`src/rtl/wr_ctrl.sv`:
```
// wr_ctrl: FIFO write-side controller with wrap-bit pointer, flags and registered memory write port
module wr_ctrl #(
  parameter int W_DATA_WIDTH = 16,
  parameter int MEM_WIDTH    = 16,
  parameter int ADDR_WIDTH   = 4,
  parameter int AF_THRESH    = 12
) (
  input  logic                    clk,
  input  logic                    reset,
  input  logic                    wr_request,
  input  logic [W_DATA_WIDTH-1:0] wr_data,
  input  logic [ADDR_WIDTH:0]     rd_ptr,
  output logic [ADDR_WIDTH:0]     wr_ptr,
  output logic                    mem_wr_en,
  output logic [ADDR_WIDTH-1:0]   mem_wr_addr,
  output logic [W_DATA_WIDTH-1:0] mem_wr_data,
  output logic                    full_flag,
  output logic                    almost_full,
  output logic [ADDR_WIDTH:0]     fill_level,
  output logic                    overflow
);
  localparam int STEP = W_DATA_WIDTH / MEM_WIDTH;
  localparam logic [ADDR_WIDTH+1:0] STEP_W  = (ADDR_WIDTH+2)'(STEP);
  localparam logic [ADDR_WIDTH+1:0] DEPTH_W = (ADDR_WIDTH+2)'(1 << ADDR_WIDTH);
  localparam logic [ADDR_WIDTH+1:0] AF_W    = (ADDR_WIDTH+2)'(AF_THRESH);
  logic [ADDR_WIDTH+1:0] free_slots;
  logic                  accept;
  // occupancy, flags and write acceptance from the pointers as they stand this cycle
  always_comb begin
    fill_level  = wr_ptr - rd_ptr;
    free_slots  = DEPTH_W - {1'b0, fill_level};
    full_flag   = free_slots < STEP_W;
    almost_full = {1'b0, fill_level} >= AF_W;
    accept      = wr_request & ~full_flag;
  end
  // pointer advance, one-cycle memory write strobe and sticky dropped-write flag
  always_ff @(posedge clk or negedge reset) begin
    if (!reset) begin
      wr_ptr      <= '0;
      mem_wr_en   <= 1'b0;
      mem_wr_addr <= '0;
      mem_wr_data <= '0;
      overflow    <= 1'b0;
    end else begin
      mem_wr_en <= accept;
      overflow  <= overflow | (wr_request & full_flag);
      if (accept) begin
        wr_ptr      <= wr_ptr + STEP_W[ADDR_WIDTH:0];
        mem_wr_addr <= wr_ptr[ADDR_WIDTH-1:0];
        mem_wr_data <= wr_data;
      end
    end
  end
endmodule
```
`config.mk`:
```
export PLATFORM = sky130hd
export DESIGN_NAME = wr_ctrl
export DESIGN_NICKNAME = d
export VERILOG_FILES = /design/src/rtl/wr_ctrl.sv
export SDC_FILE = /design/constraint.sdc
export NUM_CORES = 1
export LEC_CHECK = 0
export CORE_AREA = 2 2 63 65
export CTS_CLUSTER_DIAMETER = 60
export DETAILED_ROUTE_END_ITERATION = 8
export DIE_AREA = 0 0 65 67
export PLACE_DENSITY = 0.79
export SLEW_MARGIN = 0
export SYNTH_ARGS = -nofsm -noshare
export SYNTH_HDL_FRONTEND = slang
export SYNTH_SLANG_ARGS = --single-unit
```
`constraint.sdc`:
```
create_clock -name clk -period 2.89 [get_ports clk]
set_clock_uncertainty 0.1 [all_clocks]
set_input_delay 0.867 -clock clk [delete_from_list [all_inputs] [get_ports clk]]
set_output_delay 0.867 -clock clk [all_outputs]
set_load 0.01 [all_outputs]
```
# After elaboration in Yosys (flattened, before gate mapping)
# Index checks and enable logic that the tools add are counted.
[totals] regBits=27
[op_classes] bitwise=4 order_cmp=2 n_addsub=3
[op_table] op="< comparator 6 x 1 -> 1 bit, second input constant" count=1
[op_table] op="subtractor 5 x 5 -> 6 bit, first input constant" count=1
[op_table] op="adder 5 x 1 -> 5 bit, second input constant" count=1
[op_table] op="greater-or-equal comparator 5 x 4 -> 1 bit, second input constant" count=1
[op_table] op="subtractor 5 bit" count=1
[op_table] op="bitwise AND 1 bit" count=2
[op_table] op="NOT 1 bit" count=1
[op_table] op="OR 1 bit" count=1

# Depth between registers and ports, before layout
[depth] depth_word=5 depth_mapped=10 mapped_depth_nobuf=10

# Least setup slack after synthesis
# Ideal clock, no wire load.
[synth_timing] path_type="input to output" startpoint="in rd_ptr[0]" endpoint="out full_flag" t_arrival_ns=2.369 required_time_ns=1.923 path_buffers=0 stages=6 slack_ns=-0.446 path_cell_list="ha_1 -> inv_1 -> fa_1 -> xor2_1 -> or3_4 -> nor3_1"
[synth_via] elab_chain_len=3
[synth_lines] element="start: declaration" line_no="12" source="input logic [ADDR_WIDTH:0] rd_ptr,"
[synth_lines] element="subtractor 5 bit" line_no="30" source="fill_level = wr_ptr - rd_ptr;"
[synth_lines] element="via fill_level[2]" line_no="19" source="output logic [ADDR_WIDTH:0] fill_level,"
[synth_lines] element="subtractor 5 x 5 -> 6 bit" line_no="31" source="free_slots = DEPTH_W - {1'b0, fill_level};"
[synth_lines] element="< comparator 6 x 1 -> 1 bit" line_no="32" source="full_flag = free_slots < STEP_W;"
[synth_lines] element="end: declaration" line_no="17" source="output logic full_flag,"
# The timed path passes the listed nets, and every way through them passes these cells.

# Worst setup path after layout
[layout_timing] startpoint="in rd_ptr[0]" endpoint="out full_flag"
[layout_via] elab_chain_len=3
[layout_lines] element="subtractor 5 bit" line_no="30"
[layout_lines] element="subtractor 5 x 5 -> 6 bit" line_no="31"
[layout_lines] element="< comparator 6 x 1 -> 1 bit" line_no="32"
# Every way passes these cells.

==> run metrics <==
detail-routed via count per cell 4.50; Cell Pwr Density 1150 mW/mm^2; Num Clock Sinks 27; hold crit path type flip-flop to flip-flop; post-placement cell count approximately 210; Slew HR 62.0%; Area Growth Syn to Fin 77.0%; post-route setup slack -0.537 ns; Site Rows 22; clock slew at reported path FFs 0.09 ns; outcome finished with violations; post-layout instance count excluding filler cells approximately 230; fin crit share 119%; DRT Pass-1 Iters 4; port bufs 57; RePlAce Congestion slightly above 0.8; total core area 0.00361 sq mm; Worst-Margin Slew 0.564 ns; total grt overflow 0; post-synthesis net count 119; vias in the first global route between 1,000 and 1,500; fin crit period around 3.4 ns; TritonCTS Buffers 3; crit path launch type primary input; Crit path arrival time 2.46 ns; Slew Limit Fails 0; Fmax approximately 300 MHz; most frequent cells in the layout clkdlybuf4s50_1, dfrtp_1, buf_4; Max VDD drop 499 uV; Synth area leaders dfrtp_1, mux2_4, ha_1; Die Ht around 67 microns; first-pass GRT wire length 5460 microns; drt wl/cell 15.5 microns; RSZ-0062 raised after global routing yes; NumNets Final 210; DRT antenna net count 0; CTS Hold Buffers Added 0; die span in x roughly 65 microns; leak pwr 1.11 nW; I/O pin total 58; worst r2r dst mem_wr_data[13]$_DFFE_PN0P_; pin count of the biggest net entering global routing 28; GRT Overall Usage 16.9%; share of layout cells above drive strength 1 between 40% and 50%; DRC 0; critical path class primary input to output pin; Clk Latency, worst-skew pair 0.27 ns; CTS tree done; Setup-failing EPs final 28; die area between 0.004 and 0.005 sq mm; n_diodes 0; CP endpoint full_flag; failing checks negative setup slack; CP endpoint kind output pin; FF-to-FF Start wr_ptr[0]$_DFFE_PN0P_; dpl ws -1.36 ns; r2r setup slk -0.17 ns; Worst Reg-to-Reg Cells 12; Synth Cell Area between 0.001 and 0.0015 sq mm; post-synth cell types 22; sequential area share after synthesis 50.1%; Initial Util 37.4%; MaxCap Viol Count 0; via count 1,021; clk root buf clkbuf_8; initial antenna violation count 0; Worst Setup SP rd_ptr[0]; H-tree levels 1; Synth Register Bits 27; Crit path required time about 1.9 ns; CTS max path bufs 2; cell count after synthesis 89; Total Wirelength 3510 microns; final hold vios 0; CP Max Fanout 2; Syn. warnings 0; commonest non-fill, non-tap cell in the layout clkdlybuf4s50_1; Final HPWL DP 2420 microns; area fraction of the dominant cell type after synthesis 50.1%; initial DRC count 7; top cell type by total area after synthesis dfrtp_1; synthesized area per cell 15.2 sq um
## routing by layer
metal | GRT usage, % | routed length, microns | up-vias
li1 | - | - | 482
met1 | 18.1 | 1380 | 495
met2 | 32.5 | 1890 | 36
met3 | 2.87 | 138 | 8
met4 | 6.91 | 106 | 0
met5 | 0 | 0 | -
## logic make-up (layout without fill, tap and decap cells)
group                    after synthesis  in the layout  synth area share, %
adder cells (fa/ha/maj)                6              6                 6.12
XOR/XNOR                               8              8                 6.87
multiplexers                          21             21                 22.5
AO/OA/AOI/OAI                          9              9                 5.94
AND/OR/NAND/NOR                        7              7                 2.97
flip-flops                            27             27                 50.1
buffers and inverters                 11            101                 5.47
## worst max-delay path, cell delays in order
cell    delay [ns]
buf_6         0.07
ha_4          0.12
inv_2         0.04
fa_2          0.34
buf_6         0.13
xor2_2        0.14
or3_4         0.39
nor3_4        0.19
buf_2         0.16
## repair_timing
action,in CTS,in global routing
pin swaps,12,5
setup buffers,9,6
gates resized for setup,47,8
gates cloned,2,0
setup endpoints to repair,33,28
## flip-flops by register name (all words and copies together), names as in the netlist
signal       count
overflow         1
wr_ptr           5
mem_wr_addr      4
mem_wr_en        1
mem_wr_data     16
## cell usage after synthesis
cell,number
a21o_1,2
buf_12,2
mux2_2,3
a21oi_2,2
nor3_1,1
xor2_2,1
o311ai_0,1
inv_2,1
xor2_1,3
xnor2_2,2
nand2_1,3
nand4_1,2
fa_1,1
dfrtp_1,27
inv_1,8
or3_4,1
a31oi_1,2
o31a_4,1
ha_1,5
xnor2_1,2
o21ai_2,1
mux2_4,18
## metrics by stage
| stage | hold WS [ns] | setup TNS (ns) | cell area (sq um) | util (%) | total power, mW |
|---|---|---|---|---|---|
| floorplan | 0.393 | -2.21 | 1380 | - | 1.32 |
| global placement | 0.352 | -24.29 | 2130 | 59.0 | 2.07 |
| detailed placement | 0.369 | -27.07 | 2130 | 59.0 | 2.14 |
| CTS | 0.391 | -4.38 | 2350 | 65.2 | 2.65 |
| global route | 0.435 | -9.54 | 2390 | 66.2 | 2.91 |
| finish | 0.419 | -8.04 | 2390 | 66.2 | 2.76 |
## report_power, final
part | internal [mW] | switching, mW | total, mW | leakage [nW]
clock | 0.0977 | 0.117 | 0.215 | 0.0217
sequential | 0.510 | 0.0880 | 0.598 | 0.316
combinational | 1.17 | 0.770 | 1.94 | 0.771
total | 1.78 | 0.976 | 2.76 | 1.11
## layout make-up
cell class	count	area, sq um
Fill cell	250	1220
Timing Repair Buffer	88	886
Multi-Input combinational cell	51	683
Sequential cell	27	676
Tap cell	48	60.1
Clock buffer	3	41.3
Inverter	9	33.8
Clock inverter	1	7.51
## worst min-delay path by stage
stage,start,end,slack (ns),cells past startpoint
finish,mem_wr_data[11]$_DFFE_PN0P_,mem_wr_data[11]$_DFFE_PN0P_,0.42,1
global route,mem_wr_data[14]$_DFFE_PN0P_,mem_wr_data[14]$_DFFE_PN0P_,0.43,1
CTS,overflow$_DFF_PN0_,overflow$_DFF_PN0_,0.39,1
detailed placement,overflow$_DFF_PN0_,overflow$_DFF_PN0_,0.37,1
global placement,overflow$_DFF_PN0_,overflow$_DFF_PN0_,0.35,1
floorplan,overflow$_DFF_PN0_,overflow$_DFF_PN0_,0.39,1
Power figures use the tool's default switching activity.
